<file path="src/rtl/regfile_multiport.sv">
// Multiported integer register file with write-to-read bypass and a per-register busy scoreboard.
// Optional registered debug tap: define REGFILE_DEBUG_TAP_EN to add dbg_addr/dbg_data.
module regfile_multiport #(
    parameter int XLEN     = 32,
    parameter int NUM_REGS = 32,
    parameter int NUM_READ = 2,
    parameter int BYPASS   = 1,
    localparam int AW      = $clog2(NUM_REGS)
) (
    input  logic                     clock,
    input  logic                     reset_n,
    input  logic [NUM_READ*AW-1:0]   rd_addr,
    output logic [NUM_READ*XLEN-1:0] rd_data,
    output logic [NUM_READ-1:0]      rd_busy,
    input  logic                     wr_en,
    input  logic [AW-1:0]            wr_addr,
    input  logic [XLEN-1:0]          wr_data,
    input  logic                     alloc_en,
    input  logic [AW-1:0]            alloc_addr,
    output logic                     busy_any
`ifdef REGFILE_DEBUG_TAP_EN
    ,
    input  logic [AW-1:0]            dbg_addr,
    output logic [XLEN-1:0]          dbg_data
`endif
);

    logic [XLEN-1:0]     regs [NUM_REGS];
    logic [NUM_REGS-1:0] busy;
    logic [NUM_REGS-1:0] busy_next;
    logic                write_hit;

    assign write_hit = wr_en && (wr_addr != '0);

    // Set is applied after clear so a same-edge alloc wins over writeback.
    always_comb begin
        busy_next = busy;
        if (wr_en) begin
            busy_next[wr_addr] = 1'b0;
        end
        if (alloc_en && (alloc_addr != '0)) begin
            busy_next[alloc_addr] = 1'b1;
        end
        busy_next[0] = 1'b0;
    end

    always_ff @(posedge clock or negedge reset_n) begin
        if (!reset_n) begin
            for (int unsigned i = 0; i < NUM_REGS; i++) begin
                regs[i] <= '0;
            end
            busy <= '0;
        end else begin
            if (write_hit) begin
                regs[wr_addr] <= wr_data;
            end
            busy <= busy_next;
        end
    end

    // Bypass is gated by reset_n so every read returns zero while reset is held.
    always_comb begin
        rd_data = '0;
        rd_busy = '0;
        for (int unsigned k = 0; k < NUM_READ; k++) begin
            rd_data[k*XLEN +: XLEN] = regs[rd_addr[k*AW +: AW]];
            rd_busy[k]              = busy[rd_addr[k*AW +: AW]];
            if ((BYPASS != 0) && reset_n && write_hit && (rd_addr[k*AW +: AW] == wr_addr)) begin
                rd_data[k*XLEN +: XLEN] = wr_data;
                rd_busy[k]              = 1'b0;
            end
        end
    end

    assign busy_any = |busy;

`ifdef REGFILE_DEBUG_TAP_EN
    always_ff @(posedge clock or negedge reset_n) begin
        if (!reset_n) begin
            dbg_data <= '0;
        end else if (write_hit && (wr_addr == dbg_addr)) begin
            dbg_data <= wr_data;
        end else begin
            dbg_data <= regs[dbg_addr];
        end
    end
`endif

endmodule

</file>
<file path="config.mk">
export PLATFORM = sky130hd
export DESIGN_NAME = regfile_multiport
export DESIGN_NICKNAME = d
export VERILOG_FILES = /design/src/rtl/regfile_multiport.sv
export SDC_FILE = /design/constraint.sdc
export NUM_CORES = 2
export LEC_CHECK = 0
export CORE_MARGIN = 3
export CORE_UTILIZATION = 50
export CTS_CLUSTER_DIAMETER = 150
export CTS_CLUSTER_SIZE = 30
export DETAILED_ROUTE_END_ITERATION = 7
export PLACE_DENSITY = 0.74
export REMOVE_ABC_BUFFERS = 1
export SETUP_SLACK_MARGIN = 0.05
export SKIP_LAST_GASP = 1
export SLEW_MARGIN = 10
export SYNTH_ARGS = -nofsm -noshare
export SYNTH_HDL_FRONTEND = slang
export SYNTH_SLANG_ARGS = --single-unit
</file>
<file path="constraint.sdc">
create_clock -name clock -period 5.4 [get_ports clock]
set_input_delay 1.35 -clock clock [delete_from_list [all_inputs] [get_ports clock]]
set_output_delay 1.35 -clock clock [all_outputs]
set_load 0.02 [all_outputs]
</file>
==> metrics <==
CTS buffer count 41; crit path kind input pin to output pin; Setup-failing EPs final 0; Slew @ Worst Pin 1.06 ns; CTS tree built; CTS max path bufs 3; Final Net Count 4168; Max Cap Viol 0; DR WL/cell 30.9 um; DR vias/cell 6.82; Placed Instances 5556; pwr dens 308 nW/um^2; fraction of layout cells with a size suffix above 1 43.9%; Top Ports 123; DRT iter0 DRCs 4175; Starting Density 50.8%; RD Place Congestion 0.885; core area 112000 sq um; mapped cell area 56700 sq um; Setup Skew 0 ns; clk slew on worst S/H paths 0.11 ns; Die X 343 um; ys async rst share 100%; Clock Sink Count 1055; Antenna Nets Post-Route 0; RSZ-0062 raised after global routing true; post-synthesis sequential area ratio 46.6%; cells after synthesis 4070; post-route setup TNS 0 ns; crit path capture type output pin; Syn. warnings 0; Via Count 38200; Rows 122; Yosys top cell by area dfrtp_1; synth unique cells 59; die area 118000 sq um; Global Route Usage Sum 29.2%; I/O Buffers 122; largest net degree at the start of global routing 148; Post-synth EDFFs 0; Synth area leaders dfrtp_1, mux2_2, mux4_2; DRC viols 0; Power Total 19300 uW; ant diodes 0; antenna violations before repair 3; peak fanout along the critical path 17; Required @ worst endpoint 4.05 ns; fin. max-slew vios 0; CP Data Arrival Time 4.03 ns; later-pin clock latency in the skew report 0.66 ns; Hold Crit Class flop to flop; GR Overflow Total 0; fmax 186 MHz; startpoint types input pin; Max transition margin 29.4%; Worst VDD drop 215 uV; Syn Area/Cell 13.9 sq um; final wirelength 173000 um; fin crit period 5.38 ns; ys flop type dfrtp_1; post-route insts no fill 5603; HPWL Detailed 111000 um; status finished, final reports clean; cell at the root of the clock tree clkbuf_16; fin crit share 99.6%; vias in the first global route 39000; Vert. Die Dim 343 um; Post-synth top cells dfrtp_1, mux2_2, mux2i_1, mux4_2, clkbuf_1; final hold vios 0; top cell type's share of synthesized area 46.6%; Area growth syn-to-layout 10.4%; leak pwr 0.0278 uW; H-tree Lvls 2; Yosys reg bits 1055; first-pass GRT wire length 258000 um; most frequent cell after synthesis dfrtp_1; DR pass1 iterations 5
flip-flops by register name, summed over array words and instances, names as in the netlist:
register,count
busy,31
regs,1024
power breakdown:
group	switching [uW]	leakage, uW	internal [uW]
Clock	2520	0.000550	1460
Sequential	1180	0.0135	9400
Combinational	1990	0.0138	2770
layer usage:
metal	wire, um	vias to the layer above	GRT usage, %
li1	-	15600	-
met1	70100	20500	40.1
met2	81800	1760	46.4
met3	14100	378	5.62
met4	6990	4	11.0
met5	21	-	0
cell usage in the layout (no fill, tap or decap), types with 6 or more instances in the layout:
cell type / netlist / final
o22ai_1: 83 / 79
dlymetal6s2s_1: 0 / 36
a211oi_1: 14 / 13
mux2_2: 1020 / 1020
nor3b_1: 9 / 9
a22o_1: 52 / 52
a22oi_1: 178 / 175
o211ai_1: 23 / 23
mux2_1: 9 / 9
nor2b_1: 13 / 13
nor4_1: 15 / 12
nand4_1: 27 / 27
dlygate4sd2_1: 0 / 12
mux4_2: 314 / 314
nand2_1: 45 / 40
nor3_2: 1 / 14
clkdlybuf4s50_1: 0 / 64
buf_12: 0 / 76
clkbuf_16: 0 / 43
mux2i_1: 429 / 429
nand2_2: 12 / 17
nor3_1: 57 / 43
o2bb2ai_1: 10 / 9
o221ai_1: 6 / 6
nor2_4: 0 / 17
nor2_1: 49 / 36
nand3b_1: 14 / 14
dfrtp_1: 1055 / 1055
nand3_1: 7 / 7
buf_4: 51 / 247
a21oi_1: 40 / 40
o21ai_0: 70 / 69
xor2_1: 10 / 9
cells by family (layout without fill, tap and decap cells):
kind of cell | count (synthesis) | after routing | share of synthesized area (%)
xor gates and xnor gates | 10 | 10 | 0.154
muxes | 1772 | 1772 | 40.5
DFF | 1055 | 1055 | 46.6
and+or+nand+nor | 291 | 291 | 2.94
buffers and inverters | 450 | 495 | 3.86
AOI/OAI and AO/OA | 492 | 492 | 6.02
worst max-delay path, stage by stage:
cell and delay, ns:
clkdlybuf4s50_1 0.50, buf_12 0.18, inv_2 0.04, or3_2 0.49
buf_4 0.22, o22ai_1 0.31, nor3_2 0.09, mux2_2 0.27
clkdlybuf4s50_1 0.55
layout make-up:
cell class / count / area, sq um
Inverter: 3 / 11.3
Multi-Input combinational cell: 2565 / 28500
Clock buffer: 43 / 1080
Timing Repair Buffer: 446 / 4710
Clock inverter: 3 / 43.8
Sequential cell: 1055 / 26400
Fill cell: 8962 / 49000
Tap cell: 1488 / 1860
metrics by stage:
stage / worst slack (ns) / util [%] / hold slack (ns) / area, sq um
2_1_floorplan: -0.495 / - / 0.362 / 54500
3_3_place_gp: -0.184 / 54.8 / 0.379 / 61200
3_5_place_dp: -0.168 / 54.8 / 0.380 / 61200
4_1_cts: -0.0918 / 55.9 / 0.407 / 62400
5_1_grt: -0.0253 / 56.1 / 0.418 / 62600
6_report: 0.0216 / 56.1 / 0.408 / 62600
path summary, 6_finish.rpt:
kind                             from          to  slack [ns]  cells after the start
min                        regs[1014]  regs[1014]        0.41                      0
max reg2reg                 regs[254]   regs[254]        4.57                      1
max                        rd_addr[3]  rd_data[8]        0.02                      9
min in group asynchronous     reset_n   regs[117]        0.82                      2
min reg2reg                regs[1014]  regs[1014]        0.41                      0
max in group asynchronous     reset_n    busy[12]        1.66                      5
repair_timing:
action | CTS | global route
pin swaps | 1 | 1
setup buffers | 1 | 0
gates resized for setup | 25 | 63
hold buffers | 0 | 0
setup endpoints to repair | 33 | 44
No activity file was read; power rests on OpenSTA's default activity.
